## config.mk

```make
export PLATFORM = sky130hd
export DESIGN_NAME = uart_tx_nbyte
export DESIGN_NICKNAME = d
export VERILOG_FILES = /design/src/rtl/uart_pkg.sv /design/src/rtl/uart_tx_hold_buf.sv /design/src/rtl/uart_tx_nbyte.sv
export SDC_FILE = /design/constraint.sdc
export NUM_CORES = 1
export LEC_CHECK = 0
export CORE_MARGIN = 3
export CORE_UTILIZATION = 55
export CTS_CLUSTER_DIAMETER = 30
export DETAILED_ROUTE_END_ITERATION = 6
export PLACE_DENSITY = 0.81
export SLEW_MARGIN = 20
export SYNTH_ARGS = -nofsm -noshare
export SYNTH_HDL_FRONTEND = slang
export SYNTH_SLANG_ARGS = --single-unit
```

## constraint.sdc

```tcl
create_clock -name clock -period 3.3 [get_ports clock]
set_input_delay 0.33 -clock clock [delete_from_list [all_inputs] [get_ports clock]]
set_output_delay 0.33 -clock clock [all_outputs]
set_load 0.005 [all_outputs]
```

## src/rtl/uart_pkg.sv

```systemverilog
// Shared definitions for the N-byte UART link (transmitter and receiver).
// Framing: 2 clocks per bit, 8 data bits MSB first, one-cycle wake-up low per frame.
package uart_pkg;

    typedef enum logic [2:0] {
        StIdle  = 3'd0,
        StWake  = 3'd1,
        StStart = 3'd2,
        StData  = 3'd3,
        StStop  = 3'd4
    } uart_state_e;

    localparam int unsigned DATA_BITS          = 8;
    localparam int unsigned CLKS_PER_BIT       = 2;
    localparam int unsigned BYTE_CNT_W_DEFAULT = 10;

endpackage

```

## src/rtl/uart_tx_hold_buf.sv

```systemverilog
// One-entry holding register between the byte stream and the transmit shifter.
// Accepts a byte when the owner enables acceptance and the entry is empty.
module uart_tx_hold_buf
    import uart_pkg::*;
(
    input  logic                 clk_i,
    input  logic                 rst_ni,
    input  logic                 accept_en_i,
    input  logic                 in_valid_i,
    input  logic [DATA_BITS-1:0] in_data_i,
    output logic                 in_ready_o,
    input  logic                 pop_i,
    output logic                 full_o,
    output logic [DATA_BITS-1:0] data_o
);

    logic                 full_q, full_d;
    logic [DATA_BITS-1:0] data_q, data_d;
    logic                 push;

    assign in_ready_o = accept_en_i && !full_q;
    assign push       = in_valid_i && in_ready_o;
    assign full_o     = full_q;
    assign data_o     = data_q;

    always_comb begin
        full_d = full_q;
        data_d = data_q;
        if (pop_i) begin
            full_d = 1'b0;
        end
        if (push) begin
            full_d = 1'b1;
            data_d = in_data_i;
        end
    end

    always_ff @(posedge clk_i) begin
        if (!rst_ni) begin
            full_q <= 1'b0;
            data_q <= '0;
        end else begin
            full_q <= full_d;
            data_q <= data_d;
        end
    end

endmodule

```

## src/rtl/uart_tx_nbyte.sv

```systemverilog
// N-byte UART transmitter: one wake-up low, then start/8 data/stop per byte, back to back.
// Later bytes arrive through a one-entry holding buffer while the current byte shifts out.
module uart_tx_nbyte
    import uart_pkg::*;
#(
    parameter int unsigned BYTE_CNT_W = BYTE_CNT_W_DEFAULT
) (
    input  logic                  clock,
    input  logic                  reset_n,
    input  logic                  tx_start,
    input  logic [BYTE_CNT_W-1:0] bytes_to_tx,
    input  logic [7:0]            tx_data_byte,
    input  logic                  tx_data_valid,
    output logic                  tx_data_ready,
    output logic                  serial_data_out,
    output logic                  tx_busy,
    output logic                  tx_done,
    output logic                  tx_underrun
);

    uart_state_e             state_q, state_d;
    logic                    phase_q, phase_d;
    logic [2:0]              bit_q, bit_d;
    logic [BYTE_CNT_W-1:0]   acc_q, acc_d;
    logic [DATA_BITS-1:0]    shift_q, shift_d;
    logic                    line_q, line_d;
    logic                    done_q, done_d;
    logic                    under_q, under_d;

    logic                    phase_last;
    logic                    accept_en;
    logic                    accept;
    logic                    buf_full;
    logic                    buf_pop;
    logic [DATA_BITS-1:0]    buf_data;

    assign phase_last      = (phase_q == 1'(CLKS_PER_BIT - 1));
    assign accept          = tx_data_valid && tx_data_ready;
    assign serial_data_out = line_q;
    assign tx_done         = done_q;
    assign tx_underrun     = under_q;

    uart_tx_hold_buf u_hold_buf (
        .clk_i       (clock),
        .rst_ni      (reset_n),
        .accept_en_i (accept_en),
        .in_valid_i  (tx_data_valid),
        .in_data_i   (tx_data_byte),
        .in_ready_o  (tx_data_ready),
        .pop_i       (buf_pop),
        .full_o      (buf_full),
        .data_o      (buf_data)
    );

    always_ff @(posedge clock) begin
        if (!reset_n) begin
            state_q <= StIdle;
        end else begin
            state_q <= state_d;
        end
    end

    always_comb begin
        state_d = state_q;
        phase_d = phase_q;
        bit_d   = bit_q;
        acc_d   = acc_q;
        shift_d = shift_q;
        buf_pop = 1'b0;
        done_d  = 1'b0;
        under_d = 1'b0;
        if (accept) begin
            acc_d = acc_q - BYTE_CNT_W'(1);
        end
        unique case (state_q)
            StIdle: begin
                phase_d = 1'b0;
                bit_d   = 3'd0;
                // The first byte rides in with tx_start; it never passes through the buffer.
                if (tx_start && tx_data_valid) begin
                    shift_d = tx_data_byte;
                    acc_d   = bytes_to_tx;
                    state_d = StWake;
                end
            end
            StWake: begin
                phase_d = 1'b0;
                state_d = StStart;
            end
            StStart: begin
                phase_d = ~phase_q;
                if (phase_last) begin
                    bit_d   = 3'(DATA_BITS - 1);
                    state_d = StData;
                end
            end
            StData: begin
                phase_d = ~phase_q;
                if (phase_last) begin
                    if (bit_q == 3'd0) begin
                        state_d = StStop;
                    end else begin
                        bit_d = bit_q - 3'd1;
                    end
                end
            end
            StStop: begin
                phase_d = ~phase_q;
                if (phase_last) begin
                    if (buf_full) begin
                        buf_pop = 1'b1;
                        shift_d = buf_data;
                        state_d = StStart;
                    end else if (acc_q == '0) begin
                        done_d  = 1'b1;
                        state_d = StIdle;
                    end else begin
                        under_d = 1'b1;
                        state_d = StIdle;
                    end
                end
            end
            default: state_d = StIdle;
        endcase
    end

    always_comb begin
        tx_busy   = (state_q != StIdle);
        // No hand-over in the last stop cycle: the byte would arrive after the pop decision.
        accept_en = tx_busy && (acc_q != '0) && !((state_q == StStop) && phase_last);
    end

    always_comb begin
        line_d = 1'b1;
        unique case (state_d)
            StIdle:  line_d = 1'b1;
            StWake:  line_d = 1'b0;
            StStart: line_d = 1'b0;
            StData:  line_d = shift_d[bit_d];
            StStop:  line_d = 1'b1;
            default: line_d = 1'b1;
        endcase
    end

    always_ff @(posedge clock) begin
        if (!reset_n) begin
            phase_q <= 1'b0;
            bit_q   <= 3'd0;
            acc_q   <= '0;
            shift_q <= '0;
            line_q  <= 1'b1;
            done_q  <= 1'b0;
            under_q <= 1'b0;
        end else begin
            phase_q <= phase_d;
            bit_q   <= bit_d;
            acc_q   <= acc_d;
            shift_q <= shift_d;
            line_q  <= line_d;
            done_q  <= done_d;
            under_q <= under_d;
        end
    end

endmodule

```

==> results_dict.tcl, run 1 <==
set metrics [dict create \
    cts_resized 0 \
    drc_errors 0 \
    die_w_um 64.4 \
    setup_violations 0 \
    start_kind "flop" \
    start_util_pct 59.6 \
    layout-drive-gt1-share_pct 9.65 \
    reg2reg_to "serial_data_out" \
    drt_iter0_drc 75 \
    clock_latency_ns 0.33 \
    synth-edff-count 0 \
    port_buffers 26 \
    syn_to_final_growth_pct 15.1 \
    ys_seq_area_share_pct 39.4 \
    hpwl_um 2750 \
    comb_power_share_pct 18.1 \
    period_needed_ns 2.70 \
    antenna_left 0 \
    stdcell_area_mm2 0.00216 \
    die_area_mm2 0.00415 \
    vdd_drop_max_mv 0.271 \
    powerDensity_mw_per_mm2 413 \
    power.leakage_nw 0.834 \
    maxSlewViolCount 0 \
    synth_ff_type "dfxtp_1" \
    power_frac_seq_pct 55.3 \
    wl_per_cell_um 13.5 \
    numCtsBuffers 5 \
    setup-tns-final_ns 0 \
    fmax_ghz 0.371 \
    cp-end-kind "output port" \
    nets 254 \
    final_cell_mix "dfxtp_1, nor2_1, clkdlybuf4s50_1" \
    gp_congestion 0.827 \
    worstSetupStartpoint "acc_q[0]" \
    finalHoldViolCount 0 \
    ys_types 48 \
    clockPowerShare_pct 26.6 \
    p_int_w 0.000657 \
    synthTopCellsByArea "dfxtp_1, nor2_1, a21oi_1" \
    grt_antenna_before_repair 0 \
    r2r_cells 7 \
    path_class "flop to output port" \
    die_y_um 64.4 \
    grt_max_degree 25 \
    rsz0062_at_grt "false" \
    dp_cells 265 \
    grt_pass1_vias 1393 \
    synth_top_area_cell "dfxtp_1" \
    crit_path_max_fanout 4 \
    max-clock-path-buffers 2 \
    cts_tree "done" \
    power.share.switching_pct 26.4 \
    yosys_warnings 0 \
    power_switching_w 0.000236 \
    period_share_pct 81.8 \
    totalPowerFinal_w 0.000893 \
    worstMarginPinSlew_ns 0.724 \
    cts.clk_slew.worst_paths_ns 0.10 \
    grt_pass1_wl_um 6330 \
    synthCells 206 \
    drv_cap 0 \
    rows 20 \
    r2r_start "state_q[2]" \
    cp.arrival_ns 2.37 \
    synthesis.nets 232 \
    num_vias 1511 \
    core_mm2 0.00315 \
    syn_area_mm2 0.00188 \
    crit_end "tx_data_ready" \
    wl_um 3670 \
    cts_setup_buffers 0 \
    gr-usage-all-layers_pct 19.7 \
    io_pins 27 \
    skew_ns 0.00424 \
    grt_remaining_overflow 0 \
    placed_cell_area_mm2 0.00211 \
    slew_headroom_pct 51.7 \
    firstDrtPassIters 4 \
    num_antenna_cells 0 \
    hp-class "flop to flop" \
    async_flop_share_pct 0 \
    fin_cells 272 \
    final_common_cell "dfxtp_1" \
    yosysTopAreaCellShare_pct 39.4 \
    numClockSinks 37 \
    status "complete, no violations" \
    critPathRequiredTime_ns 2.97 \
    post_cts_hold_buffer_count 0 \
    h-tree-depth 2 \
    routed_via_density 5.56 \
    cts.root.buffer_cell "clkbuf_4" \
    yosys_register_bits 37 \
    holdWs_ns 0.490 \
    syn_avg_cell_area_um2 9.12 \
    reg2reg_slack_ns 1.02 \
]
cell families (layout without fill, tap and decap cells):
kind of cell | after synthesis | in the layout | synth area share [%]
simple gates | 68 | 68 | 21.7
compound gates | 59 | 59 | 20.8
flops | 37 | 37 | 39.4
buf+inv | 20 | 42 | 6.40
xor+xnor | 9 | 9 | 4.20
mux | 9 | 9 | 4.80
fa+ha+maj | 4 | 4 | 2.66
power groups by stage:
stage	sequential, W	clock [W]	combinational (W)
6_report	0.000494	0.000237	0.000162
5_1_grt	0.000498	0.000265	0.000181
4_1_cts	0.000494	0.000245	0.000163
3_5_place_dp	0.000504	0	0.000162
3_3_place_gp	0.000502	0	0.000157
2_1_floorplan	0.000498	0	0.000118
per-stage QoR:
step / utilization (%) / setup WS (ns)
3_3_place_gp: 66.8 / 0.897
4_1_cts: 68.6 / 0.597
3_5_place_dp: 66.8 / 0.885
2_1_floorplan: - / 1.37
6_report: 68.6 / 0.601
5_1_grt: 68.6 / 0.525
synth_stat cells, types with 3 or more instances:
cell type  count
nand2_1        9
ha_1           4
nand2b_1       3
a21oi_1       20
clkbuf_1       5
a22o_1         7
mux2i_1        9
dfxtp_1       37
xnor2_1        7
buf_6          6
inv_1          8
nor2_1        29
a211oi_1       7
nor4_1         3
o21ai_0       11
cell type report:
class                           count  area (µm²)
Multi-Input combinational cell    149        1020
Fill cell                         280         991
Sequential cell                    37         741
Timing Repair Buffer               26         260
Clock buffer                        7        55.1
Tap cell                           44        55.1
Inverter                            9        33.8
layer usage:
metal / GRT usage, % / share of wire [%] / vias up
met2: 32.1 / 47 / 23
met3: 5.37 / 3.5 / 6
met5: 0 / 0 / -
met1: 24.9 / 48 / 702
li1: - / - / 780
met4: 7.39 / 1.4 / 0
flip-flops by register name, indices dropped and copies added, names as in the netlist:
signal             flops
tx_underrun            1
acc_q                 10
phase_last             1
bit_q                  3
u_hold_buf.data_o      8
state_q                3
tx_done                1
serial_data_out        1
shift_q                8
u_hold_buf.full_o      1
worst max-delay path, cell delays in order (launching register included):
cell and delay, ns:
dfxtp_1 0.33, inv_1 0.12, ha_1 0.16, or4b_1 0.44, or3_4 0.38, and2_4 0.16, clkdlybuf4s50_1 0.44
how the worst min path moves through the flow:
stage / startpoint / to / depth (start not counted)
3_5_place_dp: shift_q[6] / shift_q[6] / 2
4_1_cts: shift_q[4] / shift_q[4] / 2
2_1_floorplan: shift_q[0] / shift_q[0] / 2
6_report: shift_q[4] / shift_q[4] / 2
5_1_grt: shift_q[1] / shift_q[1] / 2
3_3_place_gp: shift_q[4] / shift_q[4] / 2
Note: power is estimated with default switching activity, not from simulation.
==> run 2: changes to the inputs <==
CORE_UTILIZATION = 48   (was 55)
PLACE_DENSITY = 0.75   (was 0.81)
clock period = 2.31 ns   (was 3.3 ns; I/O delays follow)
==> run 2 against run 1 <==
  * Via count increased by 0.73%
  * Global-route usage decreased by 1.7 points
  * Clock power increased by 140%
  * Critical path depth unchanged
  * Register-to-register slack got worse by 0.88 ns
  * Count of clock-buffer cells in the layout unchanged
  * First-iteration DRC count increased by 23%
  * Non-clock buffer count increased by 11
  * Clock skew about the same
  * Total power increased by 73%
  * Die area increased by 13%
  * Sequential power increased by 43%
  * Largest power group unchanged
==> results_dict.tcl, run 2 (synthesis results as in run 1) <==
set metrics [dict create \
    cts.root.buffer_cell "clkbuf_8" \
    critPathRequiredTime_ns 2.08 \
    largest_reg_flops 10 \
    die_y_um 68.6 \
    start_util_pct 50.5 \
    cts_tree "done" \
    wl_per_cell_um 12.7 \
    hp-class "flop to flop" \
    clock_latency_ns 0.29 \
    path_class "flop to output port" \
    post_cts_hold_buffer_count 0 \
    grt_max_degree 25 \
    r2r_cells 10 \
    wl_um 3670 \
    vdd_drop_max_mv 0.373 \
    power_switching_w 0.000372 \
    nets 265 \
    drt_iter0_drc 92 \
    hold_depth 2 \
    powerDensity_mw_per_mm2 664 \
    comb_power_share_pct 16.7 \
    path_cells "inv_2 -> ha_1 -> or4b_4 -> or3_4 -> and2_4 -> clkdlybuf4s15_1" \
    cp_num_cells 6 \
    grt_pass1_wl_um 6240 \
    numClockSinks 37 \
    cp.buffers_inverters 2 \
    crit_path_max_incr_delay_ns 0.44 \
    reg2reg_slack_ns 0.14 \
    crit_end "tx_data_ready" \
    fmax_ghz 0.454 \
    holdWs_ns 0.474 \
    power_frac_seq_pct 45.9 \
    placed_cell_area_mm2 0.00215 \
    cp-end-kind "output port" \
    regMostFlops "acc_q" \
    h-tree-depth 2 \
    die_area_mm2 0.00470 \
    rows 22 \
    power.share.switching_pct 24.1 \
    gp_congestion 0.839 \
    firstDrtPassIters 5 \
    gr-usage-all-layers_pct 18.0 \
    crit_path_max_fanout 3 \
    io_pins 27 \
    n_fill_cell 316 \
    power.leakage_nw 0.914 \
    crit_path_top_delay_cell "or4b_4" \
    drv_cap 0 \
    final_common_cell "dfxtp_1" \
    period_needed_ns 2.20 \
    period_share_pct 95.4 \
    hpwl_um 2590 \
    worstSetupStartpoint "acc_q[0]" \
    stdcell_area_mm2 0.00232 \
    maxSlewViolCount 0 \
    crit_family "simple AND/OR/NAND/NOR gates" \
    antenna_left 0 \
    num_vias 1522 \
    clockPowerShare_pct 37.4 \
    setup-tns-final_ns 0 \
    die_w_um 68.6 \
    port_buffers 26 \
    syn_to_final_growth_pct 23.5 \
    p_int_w 0.00117 \
    finalHoldViolCount 0 \
    grt_antenna_before_repair 0 \
    drc_errors 0 \
    cts.clk_slew.worst_paths_ns 0.07 \
    grt_pass1_vias 1405 \
    start_kind "flop" \
    core_mm2 0.00372 \
    skew_ns 0.00386 \
    routed_via_density 5.28 \
    numCtsBuffers 5 \
    setup_violations 0 \
    final_cell_mix "dfxtp_1, nor2_1, clkdlybuf4s50_1" \
    r2r_start "acc_q[0]" \
    utilization_pct 62.4 \
    layout-drive-gt1-share_pct 16.7 \
    grt_remaining_overflow 0 \
    status "complete, no violations" \
    rsz0062_at_grt "false" \
    cp.arrival_ns 1.97 \
    reg2reg_to "acc_q[6]" \
    max-clock-path-buffers 2 \
    num_antenna_cells 0 \
    slew_headroom_pct 49.5 \
    worstMarginPinSlew_ns 0.756 \
]
## run 2: worst min-delay path by stage
stage	from	slack [ns]	end
after floorplan	bytes_to_tx[1]	0.37	acc_q[1]
after global placement	shift_q[3]	0.47	shift_q[3]
after detailed placement	shift_q[4]	0.46	shift_q[4]
after CTS	shift_q[4]	0.47	shift_q[4]
after global routing	shift_q[4]	0.51	shift_q[4]
final	shift_q[4]	0.47	shift_q[4]
## run 2: stage by stage
step	power (W)	worst slack, ns	instances
2_1_floorplan	0.000879	0.382	206
3_3_place_gp	0.000955	0.0960	274
3_5_place_dp	0.000960	0.0737	274
4_1_cts	0.00154	0.00616	283
5_1_grt	0.00161	0.0213	288
6_report	0.00154	0.107	288
## run 2: worst register-to-register path, cell delays in order, from the launching register on
cell,delay [ns]
dfxtp_2,0.34
inv_2,0.08
ha_1,0.14
or4b_4,0.44
or3_4,0.34
buf_4,0.16
nand3_4,0.13
or4_4,0.19
nor3_2,0.05
xnor2_1,0.13
a21oi_1,0.08
## run 2: routing by layer
metal / global-route usage [%] / wire length, µm / part of all wire, %
met5: 0 / 0 / 0
met3: 3.89 / 178 / 4.9
met2: 28.7 / 1740 / 47
met4: 8.19 / 64 / 1.7
met1: 23.2 / 1690 / 46
## run 2: power groups by stage
stage	Combinational, W	Clock [W]	Sequential, W
final	0.000258	0.000576	0.000707
after global routing	0.000287	0.000608	0.000712
after CTS	0.000245	0.000590	0.000706
after global placement	0.000236	0	0.000718
after detailed placement	0.000240	0	0.000720
after floorplan	0.000168	0	0.000711
## run 2: repair_timing
item                       CTS  global route
buffers inserted             1             5
setup endpoints to repair    1            11
gates resized for setup      4             4
pin swaps                    1             3
## run 2: area by class of cell
| type | count | area, µm² | area share (%) |
|---|---|---|---|
| Timing Repair Buffer | 37 | 343 | 14.8 |
| Sequential cell | 37 | 743 | 32.0 |
| Clock buffer | 7 | 86.3 | 3.72 |
| Inverter | 9 | 33.8 | 1.46 |
| Multi-Input combinational cell | 149 | 1020 | 44.1 |
| Clock inverter | 1 | 30.0 | 1.29 |
| Tap cell | 48 | 60.1 | 2.59 |
==> run 3: changes to the inputs <==
MAX_ROUTING_LAYER = met4   (was default)
==> run 3 against run 2 <==
  * Critical endpoint unchanged
  * Non-clock buffer count stayed put
  * Wire length is 0.25% lower
  * Cell area stayed put
  * Critical path depth stayed put
  * Sequential power hardly changed
  * Critical path type unchanged
  * Cell count stayed put
  * Die area stayed put
==> results_dict.tcl, run 3 (synthesis results as in run 1) <==
set metrics [dict create \
    cts.root.buffer_cell "clkbuf_8" \
    grt_antenna_before_repair 0 \
    cp.buffers_inverters 2 \
    hold_depth 2 \
    gr-usage-all-layers_pct 18.6 \
    power.leakage_nw 0.914 \
    final_common_cell "dfxtp_1" \
    max-clock-path-buffers 2 \
    io_pins 27 \
    grt_max_degree 25 \
    start_util_pct 50.5 \
    largest_reg_flops 10 \
    final_cell_mix "dfxtp_1, nor2_1, clkdlybuf4s50_1" \
    critPathRequiredTime_ns 2.08 \
    drv_cap 0 \
    worstMarginPinSlew_ns 0.758 \
    r2r_cells 10 \
    wl_per_cell_um 12.7 \
    seqCellArea_um2 743 \
    rows 22 \
    grt_pass1_wl_um 6250 \
    nets 265 \
    finalHoldViolCount 0 \
    multi_input_area_mm2 0.00102 \
    routed_via_density 5.27 \
    cts.clk_slew.worst_paths_ns 0.07 \
    syn_to_final_growth_pct 23.5 \
    path_cells "inv_2 -> ha_1 -> or4b_4 -> or3_4 -> and2_4 -> clkdlybuf4s15_1" \
    rsz0062_at_grt "false" \
    start_kind "flop" \
    skew_ns 0.00443 \
    path_class "flop to output port" \
    utilization_pct 62.4 \
    setup-tns-final_ns 0 \
    cp.arrival_ns 1.97 \
    crit_path_max_incr_delay_ns 0.44 \
    antenna_left 0 \
    hpwl_um 2590 \
    period_share_pct 95.3 \
    die_w_um 68.6 \
    core_mm2 0.00372 \
    port_buffers 26 \
    num_antenna_cells 0 \
    period_needed_ns 2.20 \
    grt_remaining_overflow 0 \
    n_fill_cell 316 \
    layout-drive-gt1-share_pct 16.7 \
    firstDrtPassIters 4 \
    die_y_um 68.6 \
    regMostFlops "acc_q" \
    numClockSinks 37 \
    crit_family "simple AND/OR/NAND/NOR gates" \
    numCtsBuffers 5 \
    h-tree-depth 2 \
    post_cts_hold_buffer_count 0 \
    dp_cells 274 \
    fmax_ghz 0.454 \
    stdcell_area_mm2 0.00232 \
    clock_latency_ns 0.29 \
    vdd_drop_max_mv 0.374 \
    wl_um 3660 \
    powerDensity_mw_per_mm2 663 \
    cp-end-kind "output port" \
    gp_congestion 0.852 \
    grt_pass1_vias 1396 \
    cts_tree "done" \
    num_vias 1519 \
    status "complete, no violations" \
    cp_num_cells 6 \
    placed_cell_area_mm2 0.00215 \
    drt_iter0_drc 101 \
    slew_headroom_pct 49.4 \
    fin_cells 288 \
    crit_path_top_delay_cell "or4b_4" \
    maxSlewViolCount 0 \
    hp-class "flop to flop" \
    crit_path_max_fanout 3 \
    die_area_mm2 0.00470 \
    setup_violations 0 \
    drc_errors 0 \
]
run 3: cell counts in the layout (fill, tap and decap cells not counted):
Identical to the previous run, type by type.
run 3: cell type report:
cell class	count	area share [%]
inverter	9	1.46
clock inverter	1	1.29
multi-input combinational	149	44.1
tap	48	2.59
sequential	37	32.0
timing repair buffer	37	14.8
clock buffer	7	3.72
run 3: path summary, 6_finish.rpt:
check             slack [ns]        from            end
setup reg to reg        0.14    acc_q[0]       acc_q[6]
setup / recovery        0.11    acc_q[0]  tx_data_ready
hold / removal          0.47  shift_q[4]     shift_q[4]
hold reg to reg         0.47  shift_q[4]     shift_q[4]
run 3: worst register-to-register path, delay by kind of cell (launching register included):
family,cells,cell delay [ns]
AND/OR/NAND/NOR,5,1.15
flip-flops,1,0.34
buffers and inverters,2,0.24
adder cells (fa/ha/maj),1,0.14
XOR/XNOR,1,0.13
AO/OA/AOI/OAI,1,0.08
run 3: where the power goes:
group	total, W	internal [W]	leakage [nW]	switching [W]
clock network	0.000574	0.000352	0.0585	0.000222
registers	0.000708	0.000675	0.302	0.0000324
logic	0.000258	0.000142	0.554	0.000115
total	0.00154	0.00117	0.914	0.000370
run 3: through the flow:
stage          worst slack, ns  hold WS, ns  total power [W]
6_report                 0.109        0.474          0.00154
5_1_grt                 0.0213        0.502          0.00161
4_1_cts                0.00616        0.473          0.00154
3_5_place_dp            0.0737        0.463         0.000960
3_3_place_gp            0.0960        0.466         0.000955
2_1_floorplan            0.382        0.367         0.000879
run 3: repair_timing:
action,4_1_cts,5_1_grt
resized for setup,4,4
pin swaps,1,3
setup buffers,1,5
setup endpoints to repair,1,11
run 3: metal layers:
| metal | vias up | GRT usage (%) | wire length, µm | part of all wire, % |
|---|---|---|---|---|
| li1 | 801 | - | - | - |
| met4 | 0 | 5.21 | 34 | 0.93 |
| met3 | 5 | 6.32 | 197 | 5.4 |
| met2 | 31 | 28.7 | 1740 | 48 |
| met5 | - | - | 0 | 0 |
| met1 | 682 | 23.2 | 1690 | 46 |
